File: src/rtl/rename_ctrl_pkg.sv
// Shared types and constants for the rename write-port controller.
// Build option: RENAME_ZERO_REG_EN keeps x0 out of renaming and recovery.
package rename_ctrl_pkg;

  localparam int TAG_W = 7;
  localparam int NUM_ARCH_REGS_DEF = 32;

  typedef enum logic [1:0] {
    IDLE,
    RESTORE,
    DONE
  } rename_state_e;

`ifdef RENAME_ZERO_REG_EN
  localparam int WALK_START = 1;
`else
  localparam int WALK_START = 0;
`endif

endpackage

File: src/rtl/rename_ctrl_walker.sv
// Recovery walker: FSM plus the index counter that replays the arch map.
// Build option: RENAME_ZERO_REG_EN starts the walk at index 1.
module rename_ctrl_walker
  import rename_ctrl_pkg::*;
#(
  parameter int NUM_ARCH_REGS = NUM_ARCH_REGS_DEF,
  localparam int CW = $clog2(NUM_ARCH_REGS)
) (
  input  logic          clock,
  input  logic          reset,
  input  logic          rollback,
  output logic          busy,
  output logic          done,
  output logic [CW-1:0] idx
);

  localparam logic [CW-1:0] FIRST = CW'(WALK_START);
  localparam logic [CW-1:0] LAST = CW'(NUM_ARCH_REGS - 1);

  rename_state_e state_q, state_d;
  logic [CW-1:0] cnt_q, cnt_d;

  always_ff @(posedge clock) begin
    if (reset) begin
      state_q <= IDLE;
      cnt_q   <= '0;
    end else begin
      state_q <= state_d;
      cnt_q   <= cnt_d;
    end
  end

  // A rollback in any state restarts the walk from the first index.
  always_comb begin
    state_d = state_q;
    cnt_d   = cnt_q;
    if (rollback) begin
      state_d = RESTORE;
      cnt_d   = FIRST;
    end else begin
      case (state_q)
        IDLE: ;
        RESTORE: begin
          if (cnt_q == LAST) begin
            state_d = DONE;
            cnt_d   = '0;
          end else begin
            cnt_d = cnt_q + 1'b1;
          end
        end
        DONE:    state_d = IDLE;
        default: state_d = IDLE;
      endcase
    end
  end

  always_comb begin
    busy = (state_q == RESTORE);
    done = (state_q == DONE);
    idx  = busy ? cnt_q : '0;
  end

endmodule

File: src/rtl/rename_ctrl.sv
// Map-table write-port arbiter between dispatch renaming and recovery.
// Build option: RENAME_ZERO_REG_EN makes dest x0 bypass the free list.
module rename_ctrl
  import rename_ctrl_pkg::*;
#(
  parameter int NUM_ARCH_REGS = NUM_ARCH_REGS_DEF,
  localparam int CW = $clog2(NUM_ARCH_REGS)
) (
  input  logic             clock,
  input  logic             reset,
  input  logic             dispatch_valid,
  input  logic [CW-1:0]    dest_idx,
  input  logic             free_valid,
  input  logic [TAG_W-1:0] free_tag,
  input  logic             rollback,
  input  logic [TAG_W-1:0] arch_tag,
  output logic             dispatch_ready,
  output logic             free_pop,
  output logic [CW-1:0]    arch_read_idx,
  output logic             mt_write_en,
  output logic [CW-1:0]    mt_write_idx,
  output logic [TAG_W-1:0] mt_write_tag,
  output logic             recover_busy,
  output logic             recover_done
);

  logic          walk_busy;
  logic          walk_done;
  logic [CW-1:0] walk_idx;
  logic          zero_dst;
  logic          rename_go;

  rename_ctrl_walker #(
    .NUM_ARCH_REGS(NUM_ARCH_REGS)
  ) u_walker (
    .clock   (clock),
    .reset   (reset),
    .rollback(rollback),
    .busy    (walk_busy),
    .done    (walk_done),
    .idx     (walk_idx)
  );

`ifdef RENAME_ZERO_REG_EN
  assign zero_dst = (dest_idx == '0);
`else
  assign zero_dst = 1'b0;
`endif

  always_comb begin
    dispatch_ready = 1'b0;
    free_pop       = 1'b0;
    arch_read_idx  = '0;
    mt_write_en    = 1'b0;
    mt_write_idx   = '0;
    mt_write_tag   = '0;
    recover_busy   = 1'b0;
    recover_done   = 1'b0;
    rename_go      = 1'b0;
    if (!reset) begin
      arch_read_idx = walk_idx;
      recover_busy  = walk_busy;
      if (rollback) begin
        // squash: nothing reaches the map table or free list
      end else if (walk_busy) begin
        mt_write_en  = 1'b1;
        mt_write_idx = walk_idx;
        mt_write_tag = arch_tag;
      end else if (walk_done) begin
        recover_done = 1'b1;
      end else begin
        dispatch_ready = free_valid || zero_dst;
        rename_go      = dispatch_valid && dispatch_ready && !zero_dst;
        mt_write_en    = rename_go;
        mt_write_idx   = rename_go ? dest_idx : '0;
        mt_write_tag   = rename_go ? free_tag : '0;
        free_pop       = rename_go;
      end
    end
  end

endmodule

File: config.mk
export PLATFORM = sky130hd
export DESIGN_NAME = rename_ctrl
export DESIGN_NICKNAME = d
export VERILOG_FILES = /design/src/rtl/rename_ctrl_pkg.sv /design/src/rtl/rename_ctrl_walker.sv /design/src/rtl/rename_ctrl.sv
export SDC_FILE = /design/constraint.sdc
export NUM_CORES = 1
export LEC_CHECK = 0
export ABC_AREA = 1
export CAP_MARGIN = 0
export CORE_MARGIN = 2
export CORE_UTILIZATION = 40
export DETAILED_ROUTE_END_ITERATION = 12
export GPL_ROUTABILITY_DRIVEN = 0
export GPL_TIMING_DRIVEN = 0
export PLACE_DENSITY = 0.85
export SLEW_MARGIN = 40
export SYNTH_ARGS = -nofsm -noshare
export SYNTH_HDL_FRONTEND = slang
export SYNTH_HIERARCHICAL = 1
export SYNTH_SLANG_ARGS = --single-unit
File: constraint.sdc
create_clock -name clock -period 3.17 [get_ports clock]
set_input_delay 0.634 -clock clock [delete_from_list [all_inputs] [get_ports clock]]
set_output_delay 0.634 -clock clock [all_outputs]
set_load 0.02 [all_outputs]
==> impl_metrics.tcl <==
set metrics [dict create \
    placedCellCount 189 \
    reg2reg_from "u_walker/cnt_q[1]$_SDFFE_PP0N_" \
    place_hpwl_mm 1.669 \
    critPathLaunchType "primary input" \
    drive_gt1_share_pct 19.05 \
    dr_total_vias 904 \
    totalWireLength_mm 2.103 \
    slew_violations 0 \
    syn-cell-area_um2 774.5 \
    switching_share_pct 31.33 \
    io_buffers 45 \
    grt_overflow 0 \
    cts.path.max_buffers 2 \
    die_h_um 48 \
    rsz0062_at_grt "no" \
    cp_top_family "buffers and inverters" \
    p_seq_share_pct 33.3 \
    synth_cells 119 \
    syn_to_final_growth_pct 68.82 \
    min-delay-start "u_walker/cnt_q[4]$_SDFFE_PP0N_" \
    leakage_uw 0.0006969 \
    die_area_um2 2304 \
    finalSetupViolCount 0 \
    path_buf_inv 5 \
    min_period_over_period_pct 94.03 \
    drt_iter0_drc 10 \
    fill_cells 138 \
    grt_pass1_wl_mm 2.925 \
    crit_top_cell "clkdlybuf4s50_1" \
    worstPathArrival_ns 2.35 \
    intPower_uw 191.3 \
    tightest_slew_ns 0.3100 \
    cts_sinks 7 \
    tritoncts "done" \
    hold_class "reg2reg" \
    die_x_um 48 \
    grt_start_max_net_pins 11 \
    slew_headroom_pct 79.27 \
    cap_violations 0 \
    core-area_um2 1783 \
    pwr_density_cell_nw_per_um2 213.1 \
    slowest_delay_ns 0.61 \
    fin_crit_ns 2.981 \
    clkTransAtPathRegs_ns 0.05 \
    clkPwrFrac_pct 30.9 \
    cts_root_buf "clkbuf_4" \
    ir_drop_mv 0.1957 \
    synthDistinctLibCells 21 \
    pre_cts_slack_ns 0.06200 \
    endpoint_kind "output port" \
    grtUsageTotal_pct 17.88 \
    pin_count 46 \
    via_per_inst 4.684 \
    cts_buffers 3 \
    crit_type "in2out" \
    nNetsFinal 195 \
    pwr-share-comb_pct 35.8 \
    tns_ns 0 \
    path_cells "clkdlybuf4s50_1 -> buf_6 -> inv_6 -> nand2_4 -> nor2_4 -> inv_1 -> nor2_1 -> clkdlybuf4s50_1" \
    hold_viol 0 \
    startpoint "reset" \
    drc 0 \
    initial_core_util_pct 43.44 \
    first_global_vias 770 \
    ctsHoldBuffers 0 \
    synth_area_per_cell_um2 6.508 \
    fmax_mhz 335.5 \
    power_switching_uw 87.30 \
    antenna_found_initial 0 \
    diodes 0 \
    crit_required_ns 2.54 \
    yosysWarnings 6 \
    crit_fanout 8 \
    yosysSeqAreaShare_pct 18.09 \
    fin_worst_skew_ns 0.008531 \
    slowest_stage "clkdlybuf4s50_1" \
    core.rowCount 15 \
    syn-num-nets 145 \
    stdcell_count 193 \
    route.antenna.remaining_nets 0 \
    clk_latency_ns 0.27 \
    htreeDepth 1 \
    whs_ns 0.4821 \
    timing.final.ws_setup_ns 0.1891 \
    wl_per_cell_um 10.90 \
    status "completed" \
    drt_pre_antenna_iters 4 \
    ys_ff_latch 7 \
]
==> area by class of cell <==
type | instances | area, um2 | area share [%]
repair buffers | 45 | 475.5 | 36.36
well taps | 25 | 31.28 | 2.392
clock buffers | 4 | 26.28 | 2.010
multi-input cells | 86 | 485.5 | 37.13
plain buffers | 5 | 65.06 | 4.976
flip-flops and latches | 7 | 140.1 | 10.72
inverters | 21 | 83.83 | 6.412
==> flip-flops by register name, summed over array words and instances (netlist names) <==
register,cells
u_walker/cnt_q,5
u_walker/state_q,2
==> through the flow <==
step / util [%] / total power [uW] / cell area, um2
2_1_floorplan: - / 144.7 / 774.5
3_3_place_gp: 70.46 / 193.7 / 1256
3_5_place_dp: 70.46 / 195.7 / 1256
4_1_cts: 71.93 / 281.8 / 1282
5_1_grt: 73.33 / 288.7 / 1308
6_report: 73.33 / 278.6 / 1308
==> synth_stat cells <==
cell type | n | share of area (%)
nand2_1 | 30 | 15
nor2_1 | 19 | 9.2
inv_1 | 18 | 8.7
nand3_2 | 10 | 13
dfxtp_1 | 7 | 18
a21oi_1 | 5 | 3.2
nand3_1 | 5 | 3.2
buf_6 | 4 | 5.8
nand2_2 | 3 | 2.4
nor2_4 | 3 | 4.4
a21oi_2 | 2 | 2.3
ha_1 | 2 | 3.2
inv_2 | 2 | 0.97
o21ai_0 | 2 | 1.3
buf_12 | 1 | 2.6
inv_6 | 1 | 1.1
nand2_4 | 1 | 1.5
nor3_1 | 1 | 0.65
nor3_4 | 1 | 2.1
o21ai_1 | 1 | 0.65
o21ai_2 | 1 | 1.1
==> cells in the final DEF, fill, tap and decap left out, drive strengths merged <==
cell | synthesis | final
ha | 2 | 2
dlymetal6s2s | 0 | 10
buf | 5 | 5
nor2 | 22 | 22
clkdlybuf4s50 | 0 | 35
nand2 | 34 | 34
o21ai | 4 | 4
nand3 | 15 | 15
clkbuf | 0 | 4
nor3 | 2 | 2
dfxtp | 7 | 7
inv | 21 | 21
a21oi | 7 | 7
==> power groups by stage <==
stage               clock [uW]  combinational [uW]  sequential [uW]
finish                    86.0                99.8             92.8
global route              87.9                 108             92.9
detailed placement           0                 101             94.7
CTS                       87.5                 102             92.8
global placement             0                99.3             94.5
floorplan                    0                50.5             94.2
==> logic make-up (layout without fill, tap and decap cells) <==
| family | after synthesis | after routing | synth area share [%] |
|---|---|---|---|
| AOI/OAI and AO/OA | 11 | 11 | 8.562 |
| adders and majority gates | 2 | 2 | 3.231 |
| buffers and inverters | 26 | 75 | 19.22 |
| DFF | 7 | 7 | 18.09 |
| and+or+nand+nor | 73 | 73 | 50.89 |
==> metal layers <==
| metal | vias up | GRT usage, % | part of all wire [%] |
|---|---|---|---|
| met4 | 0 | 9.730 | 1.6 |
| met3 | 6 | 4.528 | 15 |
| li1 | 462 | - | - |
| met2 | 40 | 33.60 | 47 |
| met5 | - | 0 | 0 |
| met1 | 396 | 17.59 | 37 |
==> tightest hold or removal path: stages (launching register included) <==
cell	delay, ns
dfxtp_1	0.31
inv_1	0.07
a21oi_1	0.06
==> final timing paths <==
kind | end | slack (ns) | cells after the start
worst max register to register | u_walker/cnt_q[3]$_SDFFE_PP0N_ | 1.88 | 9
worst max-delay path | recover_done | 0.19 | 8
worst min register to register | u_walker/cnt_q[4]$_SDFFE_PP0N_ | 0.48 | 2
worst min-delay path | u_walker/cnt_q[4]$_SDFFE_PP0N_ | 0.48 | 2
==> timing repair <==
action / 4_1_cts / 5_1_grt
gates resized for setup: 0 / 10
endpoints found under the setup margin: 0 / 10
setup buffers: 0 / 0
(Power assumes the default switching activity.)
